File: src/rtl/sw_tile_link.sv
// sw_tile_link: byte link from software that writes tiles into the tile map.
// Each exchange is a four-phase handshake on to_hw_sig and to_sw_sig.
// A packet is three bytes in the order x, y, id. The packet becomes one
// tile-map write, or raises an error if the coordinates are off the map.
// A commit swaps the frame buffers.
// Optional feature: define SW_TILE_LINK_TIMEOUT_EN to discard a partial
// packet that stalls for TIMEOUT_CYC cycles.
module sw_tile_link #(
  parameter int MAP_W       = 20,
  parameter int MAP_H       = 15,
  parameter int TIMEOUT_CYC = 50000
) (
  input  logic       clk50,
  input  logic       reset,
  input  logic [1:0] to_hw_sig,
  input  logic [7:0] to_hw_data,
  output logic [1:0] to_sw_sig,
  output logic       map_we,
  output logic [8:0] map_addr,
  output logic [7:0] map_id,
  output logic       frame_swap,
  output logic       pkt_err
);

  localparam logic [8:0] MAP_W9 = 9'(MAP_W);
  localparam logic [8:0] MAP_H9 = 9'(MAP_H);

  typedef enum logic [1:0] {IDLE, BYTE_ACK, COMMIT_ACK, ERR_ACK} state_e;

  state_e      state_q;
  logic [1:0]  sig_q;
  logic [7:0]  data_q;
  logic [1:0]  byte_cnt_q;
  logic [7:0]  x_q, y_q;
  logic [1:0]  to_sw_q;
  logic        map_we_q, frame_swap_q, pkt_err_q;
  logic [8:0]  map_addr_q;
  logic [7:0]  map_id_q;

  // The third byte (id) is taken straight from data_q. The address is
  // unsigned 9-bit. It is only used when both coordinates are on the map.
  logic [8:0]  addr_d;
  logic        legal_d;
  assign addr_d  = 9'(y_q) * MAP_W9 + 9'(x_q);
  assign legal_d = ({1'b0, x_q} < MAP_W9) && ({1'b0, y_q} < MAP_H9);

`ifdef SW_TILE_LINK_TIMEOUT_EN
  localparam int TO_W = $clog2(TIMEOUT_CYC + 1);
  logic [TO_W-1:0] to_cnt_q;
`endif

  // Input capture: the FSM only ever looks at these registered copies.
  always_ff @(posedge clk50) begin
    if (reset) begin
      sig_q  <= 2'b00;
      data_q <= 8'h00;
    end else begin
      sig_q  <= to_hw_sig;
      data_q <= to_hw_data;
    end
  end

  // Handshake FSM. It also assembles packets and drives the registered
  // outputs. Reset has priority, so it also kills any strobe due this cycle.
  always_ff @(posedge clk50) begin
    if (reset) begin
      state_q      <= IDLE;
      to_sw_q      <= 2'b00;
      byte_cnt_q   <= 2'd0;
      x_q          <= 8'h00;
      y_q          <= 8'h00;
      map_we_q     <= 1'b0;
      frame_swap_q <= 1'b0;
      map_addr_q   <= 9'd0;
      map_id_q     <= 8'h00;
      pkt_err_q    <= 1'b0;
`ifdef SW_TILE_LINK_TIMEOUT_EN
      to_cnt_q     <= '0;
`endif
    end else begin
      map_we_q     <= 1'b0;
      frame_swap_q <= 1'b0;
`ifdef SW_TILE_LINK_TIMEOUT_EN
      // The stall counter only survives a cycle while idle with a partial packet.
      to_cnt_q     <= '0;
`endif
      case (state_q)
        IDLE: begin
          case (sig_q)
            2'b01: begin
              if (byte_cnt_q == 2'd0) begin
                x_q        <= data_q;
                byte_cnt_q <= 2'd1;
                state_q    <= BYTE_ACK;
                to_sw_q    <= 2'b01;
              end else if (byte_cnt_q == 2'd1) begin
                y_q        <= data_q;
                byte_cnt_q <= 2'd2;
                state_q    <= BYTE_ACK;
                to_sw_q    <= 2'b01;
              end else begin
                byte_cnt_q <= 2'd0;
                if (legal_d) begin
                  map_we_q   <= 1'b1;
                  map_addr_q <= addr_d;
                  map_id_q   <= data_q;
                  state_q    <= BYTE_ACK;
                  to_sw_q    <= 2'b01;
                end else begin
                  pkt_err_q  <= 1'b1;
                  state_q    <= ERR_ACK;
                  to_sw_q    <= 2'b11;
                end
              end
            end
            2'b10: begin
              if (byte_cnt_q == 2'd0) begin
                frame_swap_q <= 1'b1;
                pkt_err_q    <= 1'b0;
                state_q      <= COMMIT_ACK;
                to_sw_q      <= 2'b10;
              end else begin
                byte_cnt_q   <= 2'd0;
                pkt_err_q    <= 1'b1;
                state_q      <= ERR_ACK;
                to_sw_q      <= 2'b11;
              end
            end
            2'b11: begin
              byte_cnt_q <= 2'd0;
              state_q    <= BYTE_ACK;
              to_sw_q    <= 2'b01;
            end
            default: begin
`ifdef SW_TILE_LINK_TIMEOUT_EN
              if (byte_cnt_q != 2'd0) begin
                if (to_cnt_q == TO_W'(TIMEOUT_CYC - 1)) begin
                  byte_cnt_q <= 2'd0;
                  pkt_err_q  <= 1'b1;
                end else begin
                  to_cnt_q   <= to_cnt_q + 1'b1;
                end
              end
`endif
            end
          endcase
        end
        default: begin
          // Every ack state holds until software drops back to idle.
          if (sig_q == 2'b00) begin
            state_q <= IDLE;
            to_sw_q <= 2'b00;
          end
        end
      endcase
    end
  end

  assign to_sw_sig  = to_sw_q;
  assign map_we     = map_we_q;
  assign map_addr   = map_addr_q;
  assign map_id     = map_id_q;
  assign frame_swap = frame_swap_q;
  assign pkt_err    = pkt_err_q;

endmodule

File: config.mk
export PLATFORM = sky130hd
export DESIGN_NAME = sw_tile_link
export DESIGN_NICKNAME = d
export VERILOG_FILES = /design/src/rtl/sw_tile_link.sv
export SDC_FILE = /design/constraint.sdc
export NUM_CORES = 1
export LEC_CHECK = 0
export CAP_MARGIN = 0
export CORE_UTILIZATION = 50
export DETAILED_ROUTE_END_ITERATION = 8
export HOLD_SLACK_MARGIN = 0.05
export PLACE_DENSITY = 0.75
export SYNTH_ARGS = -nofsm -noshare
export SYNTH_HDL_FRONTEND = slang
export SYNTH_SLANG_ARGS = --single-unit
File: constraint.sdc
create_clock -name clk50 -period 3.1 [get_ports clk50]
set_input_delay 0.62 -clock clk50 [delete_from_list [all_inputs] [get_ports clk50]]
set_output_delay 0.62 -clock clk50 [all_outputs]
set_load 0.02 [all_outputs]
After elaboration in Yosys (flattened, before gate mapping) --
Cells that the tools add are included.
Cells by class: add/sub/neg operators 1, $mul 1, $lt $le $gt $ge 2, equality and inequality tests 9, multiplexer cells 18, bitwise logic cells 5, reduce and logical (&&, ||, !) cells 15
Operators with widths (number):
- two-way mux 2 bit | 8
- case mux 2 bit (3 select lines) | 2
- AND reduction 5 bit | 2
- adder 9 x 8 -> 9 bit | 1
- less-than comparator 8 x 4 -> 1 bit (second input constant) | 1
- less-than comparator 8 x 5 -> 1 bit (second input constant) | 1
- multiplier 8 x 3 -> 7 bit (second input constant) | 1
- inequality test 2 bit (second input constant) | 4
- two-way mux 1 bit | 7
- logical NOT 2 bit | 3
- AND reduction 3 bit | 2
- NOT 1 bit | 5
- OR reduction 5 bit | 1
- equality test 2 x 1 -> 1 bit (second input constant) | 2
- equality test 2 bit (second input constant) | 2
- inequality test 4 x 1 -> 1 bit (second input constant) | 1
- AND reduction 4 bit | 1
- nonzero test 2 bit | 2
- nonzero test 3 bit | 1
- OR reduction 3 bit | 1
- case mux 1 bit (2 select lines) | 1
- AND reduction 2 bit | 1
- logical AND 1 bit | 1
Word-level totals: register bits after elaboration 50, input port bits 12, output and inout port bits 22, word-level logic and storage cells 62

Longest topological paths before layout --
word-level depth 7, depth in mapped cells 9, mapped depth without buffers 9

Least setup slack after synthesis --
No wires, ideal clock.
kind reg-to-reg, from reg y_q[1], to reg map_addr_q[8] (netlist: map_addr[8]), setup time 0.116 ns, arrival 2.232 ns, data required time 2.984 ns, path slack 0.752 ns, cell stages (with the launch flop) 10, buffers on the path 0, clock period less this slack 2.348 ns, path through dfxtp_1 > ha_1 > ha_1 > fa_1 > xor2_1 > ha_1 > or2_2 > o22ai_1 > o32ai_1 > a31o_2
On the way: word-level cells in the longest chain between the ends 3, elaborated cells between the ends (all ways) 5, those cells by class 1 x add/sub; 1 x mul; 1 x order compare; 2 x reduce/logical
RTL lines:
- start, declared | RTL line 34 | logic [7:0] x_q, y_q;
- start signal, assigned | RTL line 97 | y_q <= data_q;
- parallel branches: the longest is 3 deep, another holds adder 9 x 8 -> 9 bit
- end signal, assigned | RTL line 105 | map_addr_q <= addr_d;
- end, declared | RTL line 37 | logic [8:0] map_addr_q;
Several ways; the timed one is not identified. A chain may end at the register's enable or synchronous reset.

Worst setup path in the final report --
Same ends and word-level chain as after synthesis.

==> report_table.html <==
<table>
<tr><th>Metric</th><th>Value</th></tr>
<tr><th colspan="2">Status</th></tr>
<tr><td>Run status</td><td>finished clean</td></tr>
<tr><th colspan="2">Synth</th></tr>
<tr><td>Count of cell types in the netlist</td><td>34</td></tr>
<tr><td>Top cells by instance count after synthesis</td><td>sky130_fd_sc_hd__dfxtp_1, sky130_fd_sc_hd__nand2_1, sky130_fd_sc_hd__nor2_1</td></tr>
<tr><td>Cell count after synthesis</td><td>around 230</td></tr>
<tr><td>Warnings, synthesis</td><td>0</td></tr>
<tr><td>Fraction of registers with async set/reset</td><td>0%</td></tr>
<tr><td>Portion of synthesized cell area occupied by the leading cell type</td><td>between 40 and 50%</td></tr>
<tr><td>Mean post-synth cell area</td><td>around 9.2 um^2</td></tr>
<tr><td>Top flip-flop cell by instance count after synthesis</td><td>sky130_fd_sc_hd__dfxtp_1</td></tr>
<tr><td>Count of flip-flops with a built-in enable after synthesis</td><td>0</td></tr>
<tr><td>Sequential-to-total area share from yosys stat</td><td>roughly 47%</td></tr>
<tr><td>Net count after synthesis</td><td>approximately 260</td></tr>
<tr><td>Flops &amp; latches, synth</td><td>50</td></tr>
<tr><td>Leading cell type by number of instances after synthesis</td><td>sky130_fd_sc_hd__dfxtp_1</td></tr>
<tr><td>Cell area after technology mapping</td><td>between 2000 and 2500 um^2</td></tr>
<tr><td>Most area-consuming cells after synthesis</td><td>sky130_fd_sc_hd__dfxtp_1, sky130_fd_sc_hd__ha_1, sky130_fd_sc_hd__mux2i_1</td></tr>
<tr><td>Top cell type by total area after synthesis</td><td>sky130_fd_sc_hd__dfxtp_1</td></tr>
<tr><th colspan="2">Timing</th></tr>
<tr><td>Transition time at the pin with the least slew margin</td><td>between 0.8 and 0.9 ns</td></tr>
<tr><td>Worst-case clock skew</td><td>about 0.0073 ns</td></tr>
<tr><td>Final WS setup</td><td>0.555 ns</td></tr>
<tr><td>Maximum clock rate</td><td>393 MHz</td></tr>
<tr><td>Max-slew headroom</td><td>between 40% and 50%</td></tr>
<tr><td>Number of pins with negative max-slew slack in the final report</td><td>0</td></tr>
<tr><td>Total negative slack</td><td>0 ns</td></tr>
<tr><td>Setup-violating endpoint count in the final report</td><td>0</td></tr>
<tr><td>Setup repair after global routing missed its margin</td><td>false</td></tr>
<tr><td>Final cycle utilization of the critical path</td><td>slightly above 80%</td></tr>
<tr><td>Final count of hold timing violations</td><td>0</td></tr>
<tr><td>Time the worst path needs with I/O delays and setup</td><td>between 2 and 3 ns</td></tr>
<tr><th colspan="2">Die</th></tr>
<tr><td>Area enclosed by the die boundary</td><td>between 4000 and 5000 um^2</td></tr>
<tr><td>Chip Width</td><td>between 60 and 70 um</td></tr>
<tr><td>Number of top-level pins</td><td>34</td></tr>
<tr><td>Starting utilization of the core area</td><td>between 50% and 60%</td></tr>
<tr><td>Number of rows created at floorplan</td><td>23</td></tr>
<tr><td>Die Height</td><td>between 60 and 70 um</td></tr>
<tr><td>Area inside the core boundary</td><td>4060 um^2</td></tr>
<tr><th colspan="2">Place</th></tr>
<tr><td>Total of buffers placed on input and output ports</td><td>33</td></tr>
<tr><td>Detailed placement HPWL</td><td>around 2800 um</td></tr>
<tr><td>Number of placed instances, taps included</td><td>304</td></tr>
<tr><td>Routability cong.</td><td>just under 0.8</td></tr>
<tr><td>Post-placement worst setup slack</td><td>about 0.59 ns</td></tr>
<tr><th colspan="2">Clock tree</th></tr>
<tr><td>Clock root buffer master</td><td>sky130_fd_sc_hd__clkbuf_8</td></tr>
<tr><td>Post-CTS sizing</td><td>0</td></tr>
<tr><td>Clock tree from TritonCTS</td><td>yes</td></tr>
<tr><td>Deepest clock path buffer count</td><td>2</td></tr>
<tr><td>Clock Sink Count</td><td>50</td></tr>
<tr><td>Post-CTS setup repair buffer count</td><td>0</td></tr>
<tr><td># hold bufs at CTS</td><td>0</td></tr>
<tr><td>CTS HTree Levels</td><td>2</td></tr>
<tr><td>Later-pin clock latency in the skew report</td><td>about 0.31 ns</td></tr>
<tr><td>Total clock buffers created by CTS</td><td>5</td></tr>
<tr><td>Clock-pin slew on the worst setup and hold paths</td><td>roughly 0.09 ns</td></tr>
<tr><th colspan="2">Global routing</th></tr>
<tr><td>Maximum number of pins on one net before global-route repair</td><td>between 50 and 60</td></tr>
<tr><td>Number of global-route vias before repair</td><td>around 1400</td></tr>
<tr><td>Final global-route overflow total</td><td>0</td></tr>
<tr><td>Wire length of the first global-routing pass</td><td>between 6000 and 7000 um</td></tr>
<tr><td>Antenna violations before repair</td><td>0</td></tr>
<tr><td>All-layer global routing usage</td><td>20.0%</td></tr>
<tr><th colspan="2">Setup path</th></tr>
<tr><td>Top fanout value on the critical path</td><td>5</td></tr>
<tr><td>Data arrival time of the critical path</td><td>2.76 ns</td></tr>
<tr><td>Critical Path RT</td><td>roughly 3.3 ns</td></tr>
<tr><td>Capturing element type of the critical path</td><td>flop</td></tr>
<tr><td>Startpoint type of the worst setup path</td><td>flop</td></tr>
<tr><td>CP peak stage delay</td><td>between 0.4 and 0.5 ns</td></tr>
<tr><td>Flop2flop setup slack</td><td>around 0.55 ns</td></tr>
<tr><td>Type of the worst setup path</td><td>reg -&gt; reg</td></tr>
<tr><td>Most prevalent standard cell on the critical path</td><td>sky130_fd_sc_hd__ha_1</td></tr>
<tr><td>Worst flop-to-flop path endpoint</td><td>map_addr[8]$_SDFFE_PP0P_</td></tr>
<tr><td>Depth of the worst register-to-register path</td><td>9</td></tr>
<tr><td>Startpoint of the worst-slack reg-to-reg timing path</td><td>y_q[1]$_SDFFE_PP0P_</td></tr>
<tr><td>Critical path cell sequence</td><td>ha_1 &gt; ha_1 &gt; fa_1 &gt; xor2_1 &gt; ha_1 &gt; or2_2 &gt; o22ai_1 &gt; o32ai_1 &gt; a31o_2</td></tr>
<tr><td>Crit-path slowest cell</td><td>sky130_fd_sc_hd__dfxtp_1</td></tr>
<tr><th colspan="2">Layout</th></tr>
<tr><td>Diode insertion count for antenna repair</td><td>0</td></tr>
<tr><td>Count of non-filler cells in the finished layout</td><td>311</td></tr>
<tr><td>Final net count</td><td>288</td></tr>
<tr><td>Number of fill cells</td><td>342</td></tr>
<tr><td>Area growth syn-to-layout</td><td>20.4%</td></tr>
<tr><td>Share of final-layout standard cells stronger than drive strength 1</td><td>4.21%</td></tr>
<tr><td>Utilization after layout</td><td>between 60 and 70%</td></tr>
<tr><th colspan="2">Min path</th></tr>
<tr><td>Hold depth</td><td>2</td></tr>
<tr><td>Hold EP</td><td>map_addr[6]$_SDFFE_PP0P_</td></tr>
<tr><td>Hold/Removal Path Class</td><td>reg -&gt; reg</td></tr>
<tr><td>Startpoint of the worst hold path</td><td>map_addr[6]$_SDFFE_PP0P_</td></tr>
<tr><th colspan="2">Detailed routing</th></tr>
<tr><td>DR pass1 iterations</td><td>4</td></tr>
<tr><td>Average wire per standard cell</td><td>approximately 13 um</td></tr>
<tr><td>DR DRC count</td><td>0</td></tr>
<tr><td>Ratio of routed vias to standard cells</td><td>about 5.1</td></tr>
<tr><td>Antenna-violating nets left</td><td>0</td></tr>
<tr><td>First-iteration detailed-routing DRC count</td><td>~110</td></tr>
<tr><td>Vias after detailed routing</td><td>around 1600</td></tr>
<tr><td>Final wirelength</td><td>around 4100 um</td></tr>
<tr><th colspan="2">Power and ir drop</th></tr>
<tr><td>Lkg Pwr</td><td>approximately 1.1 nW</td></tr>
<tr><td>PD cells</td><td>431 nW/um^2</td></tr>
<tr><td>VDD IR-drop max</td><td>between 0.0003 and 0.0004 V</td></tr>
<tr><th colspan="2">Run</th></tr>
<tr><td>Reported max-cap violation count</td><td>0</td></tr>
</table>
## cell usage in the layout (no fill, tap or decap), drive strengths merged, types with 6 or more instances in the layout
master,count
o21ai,6
mux2i,16
a21oi,22
ha,13
clkdlybuf4s50,32
nor2,27
clkbuf,6
nor2b,11
nand2,30
nor3,6
dfxtp,50
## sequential cells by signal (all words and copies together) (netlist names)
register / count
data_q: 8
byte_cnt_q: 2
pkt_err: 1
map_addr: 9
sig_q: 2
y_q: 8
x_q: 8
frame_swap: 1
to_sw_sig: 2
map_id: 8
map_we: 1
## final cells by class
cell class                 count  area (um^2)  share of cell area [%]
timing repair buffer          34          333                    13.0
inverter                       3         11.3                   0.439
clock buffer                   6         72.6                    2.83
tap                           50         62.6                    2.44
sequential                    50         1000                    39.0
multi-input combinational    167         1080                    42.0
clock inverter                 1         7.51                   0.293
## logic make-up (layout without fill, tap and decap cells)
logic type,count (synthesis),count (layout),share of synthesized area [%]
simple gates,91,91,20.7
flops,50,50,46.9
compound gates,41,41,11.2
mux,16,16,7.51
fa+ha+maj,15,15,9.51
buf+inv,14,44,2.46
xor+xnor,4,4,1.64
## how the worst max path moves through the flow
| stage | startpoint | endpoint | cells after the start |
|---|---|---|---|
| floorplan | y_q[1]$_SDFFE_PP0P_ | map_addr[8]$_SDFFE_PP0P_ | 9 |
| global placement | y_q[1]$_SDFFE_PP0P_ | map_addr[8]$_SDFFE_PP0P_ | 9 |
| detailed placement | y_q[1]$_SDFFE_PP0P_ | map_addr[8]$_SDFFE_PP0P_ | 9 |
| CTS | y_q[1]$_SDFFE_PP0P_ | map_addr[8]$_SDFFE_PP0P_ | 9 |
| global route | y_q[1]$_SDFFE_PP0P_ | map_addr[8]$_SDFFE_PP0P_ | 9 |
| finish | y_q[1]$_SDFFE_PP0P_ | map_addr[8]$_SDFFE_PP0P_ | 9 |
## power breakdown
part / total, mW / switching [mW] / internal (mW)
sequential: 0.672 / 0.0161 / 0.656
combinational: 0.0735 / 0.0361 / 0.0374
clock: 0.360 / 0.205 / 0.155
total: 1.11 / 0.257 / 0.848
## critical path: cells and delay by family (launching register included)
family | cells | cell delay [ns]
AO/OA/AOI/OAI | 3 | 0.53
XOR/XNOR | 1 | 0.15
adder cells (fa/ha/maj) | 4 | 1.06
flip-flops | 1 | 0.43
AND/OR/NAND/NOR | 1 | 0.27
## metrics by stage
| step | area, um^2 | power (mW) | hold slack [ns] |
|---|---|---|---|
| floorplan | 2130 | 0.731 | 0.432 |
| global placement | 2490 | 0.761 | 0.439 |
| detailed placement | 2490 | 0.761 | 0.446 |
| CTS | 2570 | 1.12 | 0.458 |
| global route | 2570 | 1.15 | 0.479 |
| finish | 2570 | 1.11 | 0.453 |
## metal layers
layer / up-vias / wire length [um] / track usage, %
li1: 851 / - / -
met1: 694 / 2000 / 25.7
met5: - / 0 / 0
met4: 0 / 79 / 8.78
met3: 7 / 191 / 6.25
met2: 40 / 1810 / 30.5
(Power assumes the default switching activity.)
